===== config.mk =====
export PLATFORM = sky130hd
export DESIGN_NAME = frame_sync_rx_flat
export DESIGN_NICKNAME = d
export VERILOG_FILES = /design/src/rtl/frame_sync_rx_if.sv /design/src/rtl/frame_sync_rx.sv /design/src/flat_wrapper.sv
export SDC_FILE = /design/constraint.sdc
export NUM_CORES = 1
export LEC_CHECK = 0
export ABC_AREA = 1
export BUFFER_PORTS_ARGS = -buffer_cell sky130_fd_sc_hd__buf_2
export CAP_MARGIN = 10
export CORE_MARGIN = 3
export CORE_UTILIZATION = 45
export DETAILED_ROUTE_END_ITERATION = 7
export PLACE_DENSITY = 0.66
export SYNTH_ARGS = -nofsm -noshare
export SYNTH_HDL_FRONTEND = slang
export SYNTH_SLANG_ARGS = --single-unit

===== constraint.sdc =====
create_clock -name clk -period 4.98 [get_ports clk]
set_clock_uncertainty 0.2 [all_clocks]
set_input_delay 0.747 -clock clk [delete_from_list [all_inputs] [get_ports clk]]
set_output_delay 0.747 -clock clk [all_outputs]
set_load 0.005 [all_outputs]

===== src/rtl/frame_sync_rx_if.sv =====
// Bit-stream input and packed-word output bundle for the RX deframer.
// slave: the deframer side; master: demodulator/FIFO side.
interface frame_sync_rx_if #(
  parameter int unsigned OUT_WIDTH = 32
);
  logic                 in_valid;
  logic                 in_data;
  logic                 in_ready;
  logic                 out_valid;
  logic [OUT_WIDTH-1:0] out_data;
  logic                 out_ready;

  modport slave (
    input  in_valid, in_data, out_ready,
    output in_ready, out_valid, out_data
  );

  modport master (
    output in_valid, in_data, out_ready,
    input  in_ready, out_valid, out_data
  );
endinterface


===== src/rtl/frame_sync_rx.sv =====
// Receive-side deframer for the 1-bit SDR link. Hunts for a 6-bit all-zero
// (data) or all-one (idle) header, confirms alignment, then packs data-frame
// payload MSB-first into words for the RX FIFO.
// Optional build macro RX_BER_CHECK_EN: counts idle-payload bit errors against
// the transmit idle pattern; when undefined ber_err_cnt is tied to 0.
module frame_sync_rx #(
  parameter int unsigned HDR_LEN      = 6,
  parameter int unsigned PAYLOAD_LEN  = 96,
  parameter int unsigned OUT_WIDTH    = 32,
  parameter int unsigned LOCK_CONFIRM = 2,
  parameter int unsigned MISS_LIMIT   = 3
) (
  input  logic           clk,
  input  logic           rst,
  frame_sync_rx_if.slave bus,
  output logic           locked,
  output logic [15:0]    sync_loss_cnt,
  output logic [15:0]    overflow_cnt,
  output logic [15:0]    ber_err_cnt
);
  localparam int unsigned CNT_LEN = (PAYLOAD_LEN > HDR_LEN) ? PAYLOAD_LEN : HDR_LEN;
  localparam int unsigned CNT_W   = $clog2(CNT_LEN);
  localparam int unsigned PK_W    = $clog2(OUT_WIDTH);
  localparam int unsigned CONF_W  = $clog2(LOCK_CONFIRM + 1);
  localparam int unsigned MISS_W  = $clog2(MISS_LIMIT + 1);

  localparam logic [CNT_W-1:0] PAY_LAST  = CNT_W'(PAYLOAD_LEN - 1);
  localparam logic [CNT_W-1:0] HDR_LAST  = CNT_W'(HDR_LEN - 1);
  localparam logic [PK_W-1:0]  PACK_LAST = PK_W'(OUT_WIDTH - 1);

  localparam logic [2:0] ST_HUNT     = 3'd0;
  localparam logic [2:0] ST_CONF_PAY = 3'd1;
  localparam logic [2:0] ST_CONF_HDR = 3'd2;
  localparam logic [2:0] ST_LOCK_PAY = 3'd3;
  localparam logic [2:0] ST_LOCK_HDR = 3'd4;

  localparam logic [1:0] FT_DATA    = 2'd0;
  localparam logic [1:0] FT_IDLE    = 2'd1;
  localparam logic [1:0] FT_UNKNOWN = 2'd2;

  function automatic logic [15:0] sat_inc(input logic [15:0] v);
    return (v == 16'hFFFF) ? v : v + 16'd1;
  endfunction

  logic [2:0]           state_q, state_d;
  logic [HDR_LEN-1:0]   shift_q, shift_d;
  logic [CNT_W-1:0]     bit_cnt_q, bit_cnt_d;
  logic [CONF_W-1:0]    conf_cnt_q, conf_cnt_d;
  logic [MISS_W-1:0]    miss_cnt_q, miss_cnt_d;
  logic [1:0]           ftype_q, ftype_d;
  logic [OUT_WIDTH-1:0] pack_q, pack_d;
  logic [PK_W-1:0]      pack_cnt_q, pack_cnt_d;
  logic                 out_valid_q, out_valid_d;
  logic [OUT_WIDTH-1:0] out_data_q, out_data_d;
  logic [15:0]          sync_loss_q, sync_loss_d;
  logic [15:0]          overflow_q, overflow_d;

  logic [HDR_LEN-1:0]   hdr_word;
  logic                 hdr_zero, hdr_one, hdr_ok;
  logic [OUT_WIDTH-1:0] pack_shift;
  logic                 word_done;

  // Window ending on the current bit; used both for hunting and header checks.
  assign hdr_word   = {shift_q[HDR_LEN-2:0], bus.in_data};
  assign hdr_zero   = (hdr_word == '0);
  assign hdr_one    = &hdr_word;
  assign hdr_ok     = hdr_zero | hdr_one;
  assign pack_shift = {pack_q[OUT_WIDTH-2:0], bus.in_data};

  // Alignment FSM, payload packing and one-word output buffer.
  always_comb begin
    state_d     = state_q;
    shift_d     = shift_q;
    bit_cnt_d   = bit_cnt_q;
    conf_cnt_d  = conf_cnt_q;
    miss_cnt_d  = miss_cnt_q;
    ftype_d     = ftype_q;
    pack_d      = pack_q;
    pack_cnt_d  = pack_cnt_q;
    out_valid_d = out_valid_q;
    out_data_d  = out_data_q;
    sync_loss_d = sync_loss_q;
    overflow_d  = overflow_q;
    word_done   = 1'b0;

    if (bus.in_valid) begin
      shift_d   = hdr_word;
      bit_cnt_d = bit_cnt_q + 1'b1;
      case (state_q)
        ST_HUNT: begin
          bit_cnt_d = '0;
          if (hdr_ok) begin
            state_d    = ST_CONF_PAY;
            conf_cnt_d = '0;
          end
        end
        ST_CONF_PAY: begin
          if (bit_cnt_q == PAY_LAST) begin
            state_d   = ST_CONF_HDR;
            bit_cnt_d = '0;
          end
        end
        ST_CONF_HDR: begin
          if (bit_cnt_q == HDR_LAST) begin
            bit_cnt_d = '0;
            if (hdr_ok) begin
              conf_cnt_d = conf_cnt_q + 1'b1;
              ftype_d    = hdr_one ? FT_IDLE : FT_DATA;
              if (conf_cnt_d == CONF_W'(LOCK_CONFIRM)) begin
                state_d    = ST_LOCK_PAY;
                miss_cnt_d = '0;
                pack_cnt_d = '0;
              end else begin
                state_d = ST_CONF_PAY;
              end
            end else begin
              state_d = ST_HUNT;
            end
          end
        end
        ST_LOCK_PAY: begin
          // Idle and unknown payload is simply not packed.
          if (ftype_q == FT_DATA) begin
            pack_d     = pack_shift;
            pack_cnt_d = pack_cnt_q + 1'b1;
            if (pack_cnt_q == PACK_LAST) begin
              word_done  = 1'b1;
              pack_cnt_d = '0;
            end
          end
          if (bit_cnt_q == PAY_LAST) begin
            state_d   = ST_LOCK_HDR;
            bit_cnt_d = '0;
          end
        end
        ST_LOCK_HDR: begin
          if (bit_cnt_q == HDR_LAST) begin
            bit_cnt_d = '0;
            if (hdr_ok) begin
              miss_cnt_d = '0;
              ftype_d    = hdr_one ? FT_IDLE : FT_DATA;
            end else begin
              miss_cnt_d = miss_cnt_q + 1'b1;
              ftype_d    = FT_UNKNOWN;
            end
            if (miss_cnt_d == MISS_W'(MISS_LIMIT)) begin
              state_d     = ST_HUNT;
              miss_cnt_d  = '0;
              sync_loss_d = sat_inc(sync_loss_q);
              pack_d      = '0;
              pack_cnt_d  = '0;
            end else begin
              state_d = ST_LOCK_PAY;
            end
          end
        end
        default: state_d = ST_HUNT;
      endcase
    end

    // A pop in the same cycle frees the buffer for a completing word.
    if (out_valid_q && bus.out_ready) begin
      out_valid_d = 1'b0;
    end
    if (word_done) begin
      if (!out_valid_q || bus.out_ready) begin
        out_valid_d = 1'b1;
        out_data_d  = pack_shift;
      end else begin
        overflow_d = sat_inc(overflow_q);
      end
    end
  end

  // State registers with synchronous reset.
  always_ff @(posedge clk) begin
    if (rst) begin
      state_q     <= ST_HUNT;
      shift_q     <= '0;
      bit_cnt_q   <= '0;
      conf_cnt_q  <= '0;
      miss_cnt_q  <= '0;
      ftype_q     <= FT_UNKNOWN;
      pack_q      <= '0;
      pack_cnt_q  <= '0;
      out_valid_q <= 1'b0;
      out_data_q  <= '0;
      sync_loss_q <= '0;
      overflow_q  <= '0;
    end else begin
      state_q     <= state_d;
      shift_q     <= shift_d;
      bit_cnt_q   <= bit_cnt_d;
      conf_cnt_q  <= conf_cnt_d;
      miss_cnt_q  <= miss_cnt_d;
      ftype_q     <= ftype_d;
      pack_q      <= pack_d;
      pack_cnt_q  <= pack_cnt_d;
      out_valid_q <= out_valid_d;
      out_data_q  <= out_data_d;
      sync_loss_q <= sync_loss_d;
      overflow_q  <= overflow_d;
    end
  end

`ifdef RX_BER_CHECK_EN
  logic [15:0] ber_q, ber_d;

  // Idle payload bit k is expected to equal k[1] (0,0,1,1,...).
  always_comb begin
    ber_d = ber_q;
    if (bus.in_valid && (state_q == ST_LOCK_PAY) && (ftype_q == FT_IDLE) &&
        (bus.in_data != bit_cnt_q[1])) begin
      ber_d = sat_inc(ber_q);
    end
  end

  // Bit-error counter register.
  always_ff @(posedge clk) begin
    if (rst) begin
      ber_q <= '0;
    end else begin
      ber_q <= ber_d;
    end
  end

  assign ber_err_cnt = ber_q;
`else
  assign ber_err_cnt = 16'd0;
`endif

  assign bus.in_ready   = 1'b1;
  assign bus.out_valid  = out_valid_q;
  assign bus.out_data   = out_data_q;
  assign locked         = (state_q == ST_LOCK_PAY) || (state_q == ST_LOCK_HDR);
  assign sync_loss_cnt  = sync_loss_q;
  assign overflow_cnt   = overflow_q;
endmodule


===== src/flat_wrapper.sv =====
// flat-port wrapper written by rule: the top's interface ports become plain ports
module frame_sync_rx_flat 
#(
  parameter int unsigned HDR_LEN      = 6,
  parameter int unsigned PAYLOAD_LEN  = 96,
  parameter int unsigned OUT_WIDTH    = 32,
  parameter int unsigned LOCK_CONFIRM = 2,
  parameter int unsigned MISS_LIMIT   = 3
)
  (clk, rst, locked, sync_loss_cnt, overflow_cnt, ber_err_cnt, bus_in_valid, bus_in_data, bus_out_ready, bus_in_ready, bus_out_valid, bus_out_data);
  frame_sync_rx_if #(.OUT_WIDTH(OUT_WIDTH)) bus_i ();
  input  logic clk;
  input  logic rst;
  output logic locked;
  output logic [15:0] sync_loss_cnt;
  output logic [15:0] overflow_cnt;
  output logic [15:0] ber_err_cnt;
  input wire logic [$bits(bus_i.in_valid)-1:0] bus_in_valid;
  input wire logic [$bits(bus_i.in_data)-1:0] bus_in_data;
  input wire logic [$bits(bus_i.out_ready)-1:0] bus_out_ready;
  output wire logic [$bits(bus_i.in_ready)-1:0] bus_in_ready;
  output wire logic [$bits(bus_i.out_valid)-1:0] bus_out_valid;
  output wire logic [$bits(bus_i.out_data)-1:0] bus_out_data;
  assign bus_i.in_valid = bus_in_valid;
  assign bus_i.in_data = bus_in_data;
  assign bus_i.out_ready = bus_out_ready;
  assign bus_in_ready = bus_i.in_ready;
  assign bus_out_valid = bus_i.out_valid;
  assign bus_out_data = bus_i.out_data;
  frame_sync_rx #(.HDR_LEN(HDR_LEN), .PAYLOAD_LEN(PAYLOAD_LEN), .OUT_WIDTH(OUT_WIDTH), .LOCK_CONFIRM(LOCK_CONFIRM), .MISS_LIMIT(MISS_LIMIT)) u_core (.clk(clk), .rst(rst), .bus(bus_i), .locked(locked), .sync_loss_cnt(sync_loss_cnt), .overflow_cnt(overflow_cnt), .ber_err_cnt(ber_err_cnt));
endmodule

Word-level counts from Yosys, hierarchy flattened
Cells that the tools add are included.
- flip-flop bits (word level): 122
- bits in latches: 0
- RAM bits: 0
- memory bits (read-only): 0
- input bits: 5
- output and inout bits: 83
- word-level logic and storage cells: 116
- memories: 0
- add/sub/neg operators: 6
- multipliers: 0
- div/mod/pow operators: 0
- magnitude comparators: 0
- equal/unequal tests: 20
- shift-type cells: 0
- mux-type cells: 51
- bitwise operators: 4
- reduce and logical (&&, ||, !) cells: 23
- operators with widths (cell ; number):
    31-bit two-way mux ; 3
    31-bit case mux with 2 select lines ; 1
    2-bit two-way mux ; 19
    5-bit two-way mux ; 7
    16-bit by 1-bit adder with 16-bit output, second input constant ; 2
    16-bit == test, second input constant ; 2
    7-bit case mux with 3 select lines ; 1
    5-bit AND reduction ; 4
    2-bit by 1-bit inequality test with 1-bit output, second input constant ; 9
    6-bit AND reduction ; 3
    3-bit two-way mux ; 5
    3-bit case mux with 5 select lines ; 1
    5-bit case mux with 3 select lines ; 1
    7-bit two-way mux ; 2
    2-bit case mux with 2 select lines ; 3
    1-bit two-way mux ; 8
    8-bit AND reduction ; 1
    7-bit by 1-bit adder with 7-bit output, second input constant ; 1
    7-bit by 3-bit == test with 1-bit output, second input constant ; 1
    7-bit == test, second input constant ; 1
    3-bit by 2-bit == test with 1-bit output, second input constant ; 2
    6-bit zero test ; 1
    2-bit nonzero test ; 3
    5-bit by 1-bit adder with 5-bit output, second input constant ; 1
    other kinds (16) ; 22

Depth between registers and ports, before layout
- word-level depth: 10
- depth in mapped cells: 12
- gate-level depth less buffers: 12

Worst setup path after synthesis
Ideal clock, no wire load.
- path kind: input port to flip-flop
- start point: in bus_in_data
- end point: reg u_core.pack_q[10]
- setup time: 0.070 ns
- data arrival time: 1.719 ns
- required time: 4.710 ns
- path slack: 2.991 ns
- stages on the path: 10
- buffers on the path: 1
- cell sequence: nand2_1 > inv_1 > nand2_1 > nand3_1 > nand2_1 > nand2_2 > inv_2 > buf_4 > nand3_1 > a21oi_1
- word-level cells in the longest chain between the ends: 9
- elaborated cells on any way between the ends: 10
- those cells by class: eq/ne: 2; mux: 4; bitwise: 1; reduce/logical: 3
- ends and longest elaborated chain (element ; line ; RTL):
    start, declared ; flat_wrapper.sv:19 ; input wire logic [$bits(bus_i.in_data)-1:0] bus_in_data;
    6-bit zero test / 6-bit AND reduction (equally long branches) ; frame_sync_rx.sv:65, frame_sync_rx.sv:66 ;
    1-bit bitwise OR (*) ; frame_sync_rx.sv:67 ; assign hdr_ok = hdr_zero | hdr_one;
    2-bit two-way mux (*) ; frame_sync_rx.sv:139 ; if (hdr_ok) begin
    2-bit two-way mux (*) ; frame_sync_rx.sv:137 ; if (bit_cnt_q == HDR_LAST) begin
    2-bit two-way mux (*) ; frame_sync_rx.sv:89 ; case (state_q)
    2-bit two-way mux (*) ; frame_sync_rx.sv:86 ; if (bus.in_valid) begin
    2-bit == test (*) ; frame_sync_rx.sv:146 ; if (miss_cnt_d == MISS_W'(MISS_LIMIT)) begin
    2-bit by 1-bit inequality test with 1-bit output (no source line) (*) ; - ;
    5-bit AND reduction (no source line) (*) ; - ;
    end signal, assigned ; frame_sync_rx.sv:197 ; pack_q <= pack_d;
    end, declared ; frame_sync_rx.sv:51 ; logic [OUT_WIDTH-1:0] pack_q, pack_d;
Mark *: on every way between the ends. The rest lies on a longest branch, timed or not. The select of a mux whose other input is x is not followed.
A chain may end at the register's enable or synchronous reset.

Final worst setup path
- start point: reg u_core.pack_cnt_q[0]
- end point: reg u_core.out_data_q[28] (netlist: u_core.bus.out_data[28])
- word-level cells in the longest chain between the ends: 6
- ends and longest elaborated chain (element ; line ; RTL):
    start, declared ; frame_sync_rx.sv:52 ; logic [PK_W-1:0] pack_cnt_q, pack_cnt_d;
    start signal, assigned ; frame_sync_rx.sv:198 ; pack_cnt_q <= pack_cnt_d;
    5-bit == test ; frame_sync_rx.sv:126 ; if (pack_cnt_q == PACK_LAST) begin
    1-bit two-way mux ; frame_sync_rx.sv:126 ;
    1-bit two-way mux ; frame_sync_rx.sv:123 ; if (ftype_q == FT_DATA) begin
    1-bit two-way mux ; frame_sync_rx.sv:89 ;
    1-bit two-way mux ; frame_sync_rx.sv:86 ;
    2-bit AND reduction (no source line) ; - ;
    end signal, assigned ; frame_sync_rx.sv:200 ; out_data_q <= out_data_d;
    end, declared ; frame_sync_rx.sv:54 ; logic [OUT_WIDTH-1:0] out_data_q, out_data_d;
No other way between the ends.

==> flow_summary_export.csv <==
group,metric,value,unit
synthesis,ys_top_cells_by_count,"nand2_1, dfxtp_1, nor2_1",
clocking,numCtsBuffers,17,
synthesis,synth.most_common_cell,"nand2_1",
global_route,grt.overflow.total,0,
drt,viasPerCell,5.00,
cells_and_area,nFillCells,1283,
clocking,path_clk_slew,0.06,ns
pwr,power_leakage,2.73,nW
global_route,antenna_found_initial,0,
timing,drv_slew,0,
pwr,finalPower,0.00234,W
worst_hold_path,worstHoldPathType,"reg -> reg",
synthesis,yosysTopAreaCellShare,40.4,%
timing,fin_crit,3.24,ns
clocking,cts_sinks,122,
clocking,cts-resized-gates,0,
clocking,htree_num_levels,4,
floorplanning,die_h,122,um
worst_setup_path,cp_max_fo,37,
synthesis,synthFlopType,"dfxtp_1",
timing,slew_headroom,29.6,%
job,cap_violations,0,
synthesis,ys_async_sr_fraction,0,%
cells_and_area,fin_nets,948,
clocking,cts.path.max_buffers,2,
synthesis,yosys_warnings,0,
timing,max_freq,0.309,GHz
placement,gp_congestion,0.877,
timing,fin_crit_sh,65.1,%
worst_setup_path,max_stage_delay,0.82,ns
cells_and_area,diodes,0,
pwr,vdd_drop_max,0.234,mV
synthesis,ys_types,33,
global_route,grt_start_max_net_pins,65,
worst_setup_path,cp_slowest_cell,"nand2_1",
timing,setup_violations,0,
placement,post-place-ws,1.65,ns
worst_setup_path,critPathArrivalTime,3.33,ns
floorplanning,dieArea,14900,sq um
synthesis,avgSynthCellArea,6.81,sq um
floorplanning,ios,88,
clocking,root_buffer,"clkbuf_16",
worst_hold_path,hold_depth,2,
synthesis,synth_edf_count,0,
global_route,grt_pass1_wl,23.0,mm
worst_setup_path,critPathCaptureType,"flip-flop",
worst_setup_path,path_common_cell,"nand2_1",
timing,tns,0,ns
worst_setup_path,cp_data_required_time,5.07,ns
synthesis,syn_area,6040,sq um
drt,dr_total_vias,5606,
placement,numPortBuffers,70,
pwr,power_density,336,nW/um^2
timing,setup_slack,1.74,ns
floorplanning,die_x,122,um
cells_and_area,design_area,6960,sq um
cells_and_area,area_delta_synth_final,15.1,%
worst_setup_path,r2r_setup_slack,1.74,ns
worst_setup_path,cp_num_buf_inv,1,
timing,worstMarginPinSlew,1.05,ns
synthesis,synth_area_leaders,"dfxtp_1, nand2_1, nand3_1",
drt,drc_errors,0,
floorplanning,core_area,12900,sq um
drt,wl_per_cell,12.4,um
worst_setup_path,start_kind,"flip-flop",
floorplanning,num_rows,41,
synthesis,synth_seq_cells,122,
worst_setup_path,path_delay_family,"simple AND/OR/NAND/NOR gates",
drt,routed_wl,13.9,mm
drt,drt-initial-drc-count,389,
worst_setup_path,path_depth,11,
clocking,insertion_delay,0.42,ns
drt,drt-pass1-iter-count,5,
worst_setup_path,cp_cell_sequence,"ha_1 -> nand2_1 -> nor2_1 -> ha_1 -> nand2_1 -> nor2_1 -> nand2_1 -> inv_2 -> nand2_1 -> nand2_1 -> a21oi_1",
cells_and_area,drive_gt1_share,13.3,%
clocking,holdBufCountCts,0,
timing,rsz0062_at_grt,"no",
floorplanning,start_util,46.9,%
worst_setup_path,worstSetupPathType,"reg -> reg",
drt,final_antenna_net_count,0,
synthesis,yosysSeqAreaShare,40.4,%
timing,hold_viol,0,
placement,place_area,6330,sq um
clocking,cts_tree,"done",
clocking,cts_setup_buffers,0,
synthesis,syn-instance-count,887,
synthesis,synth_top_area_cell,"dfxtp_1",
placement,dp_hpwl,8.71,mm
global_route,grt_pass1_vias,4919,
worst_setup_path,rr_worst_depth,11,
outcome,outcome,"finished clean",
global_route,grt_util_all_layers,19.0,%
## tightest hold or removal path, delay by kind of cell (launching register included)
kind	cells	cell delay (ns)
compound gates	1	0.05
flops	1	0.30
simple gates	1	0.06
## area by class of cell
class | count | area (sq um) | area share (%)
Clock buffer | 23 | 488 | 7.01
Clock inverter | 9 | 138 | 1.98
Inverter | 82 | 308 | 4.42
Multi-Input combinational cell | 641 | 3000 | 43.1
Sequential cell | 122 | 2440 | 35.1
Tap cell | 172 | 215 | 3.09
Timing Repair Buffer | 72 | 368 | 5.29
## through the flow
step	util (%)	hold WS [ns]	std cells
3_3_place_gp	49.2	0.239	1089
4_1_cts	54.0	0.258	1121
5_1_grt	54.0	0.270	1121
6_report	54.0	0.258	1121
3_5_place_dp	49.2	0.245	1089
2_1_floorplan	-	0.226	902
## final timing paths
kind,start,end
setup / recovery,u_core.pack_cnt_q[0]$_SDFFE_PP0P_,u_core.bus.out_data[28]$_SDFFE_PP0P_
hold / removal,u_core.bus.out_data[17]$_SDFFE_PP0P_,u_core.bus.out_data[17]$_SDFFE_PP0P_
setup reg to reg,u_core.pack_cnt_q[0]$_SDFFE_PP0P_,u_core.bus.out_data[28]$_SDFFE_PP0P_
hold reg to reg,u_core.bus.out_data[17]$_SDFFE_PP0P_,u_core.bus.out_data[17]$_SDFFE_PP0P_
## metal layers
layer  track usage (%)  part of all wire [%]  wire length [um]
met5                 0                     0                 0
met4              6.16                   1.2               161
met1              24.9                    48              6620
met2              30.5                    46              6400
met3              4.92                   5.0               697
## cell usage in the layout, fill, tap and decap left out, types with 2 or more instances in the layout
| master | synthesis | final |
|---|---|---|
| a21oi_1 | 100 | 100 |
| buf_2 | 10 | 69 |
| buf_4 | 23 | 3 |
| bufinv_16 | 0 | 3 |
| clkbuf_1 | 17 | 2 |
| clkbuf_16 | 0 | 17 |
| clkbuf_8 | 0 | 4 |
| clkinv_4 | 0 | 2 |
| clkinvlp_4 | 0 | 4 |
| conb_1 | 2 | 17 |
| dfxtp_1 | 122 | 122 |
| ha_1 | 7 | 7 |
| inv_1 | 74 | 74 |
| inv_2 | 7 | 7 |
| nand2_1 | 212 | 212 |
| nand2_2 | 5 | 5 |
| nand3_1 | 105 | 105 |
| nand3b_1 | 2 | 2 |
| nand4_1 | 8 | 8 |
| nor2_1 | 115 | 115 |
| nor2_2 | 4 | 4 |
| nor3_1 | 13 | 13 |
| o21ai_0 | 16 | 16 |
| or2_2 | 3 | 3 |
| xnor2_1 | 9 | 9 |
| xor2_1 | 16 | 16 |
## where the power goes
part	leakage [nW]	total [W]	switching, W	internal (W)
clock network	0.292	0.00129	0.000446	0.000841
logic	1.46	0.0000610	0.0000444	0.0000166
registers	0.984	0.000989	0.00000669	0.000983
## sequential cells by signal (all words and copies together) (netlist names)
signal and cells:
u_core.bus.out_data 32, u_core.bus.out_valid 1, u_core.ftype_q 2, u_core.overflow_cnt 16, u_core.conf_cnt_q 2, u_core.state_q 3
u_core.sync_loss_cnt 16, u_core.bit_cnt_q 7, u_core.pack_cnt_q 5, u_core.pack_q 31, u_core.miss_cnt_q 2, u_core.shift_q 5
## cells by family (layout without fill, tap and decap cells)
| family | after synthesis | in the layout | share of synthesized area, % |
|---|---|---|---|
| xor gates and xnor gates | 25 | 25 | 3.62 |
| adders and majority gates | 7 | 7 | 1.45 |
| and+or+nand+nor | 474 | 474 | 33.6 |
| DFF | 122 | 122 | 40.4 |
| buffers and inverters | 139 | 186 | 10.9 |
| AOI/OAI and AO/OA | 118 | 118 | 9.88 |
| other | 2 | 17 | 0.124 |
No activity file was read; power rests on OpenSTA's default activity.
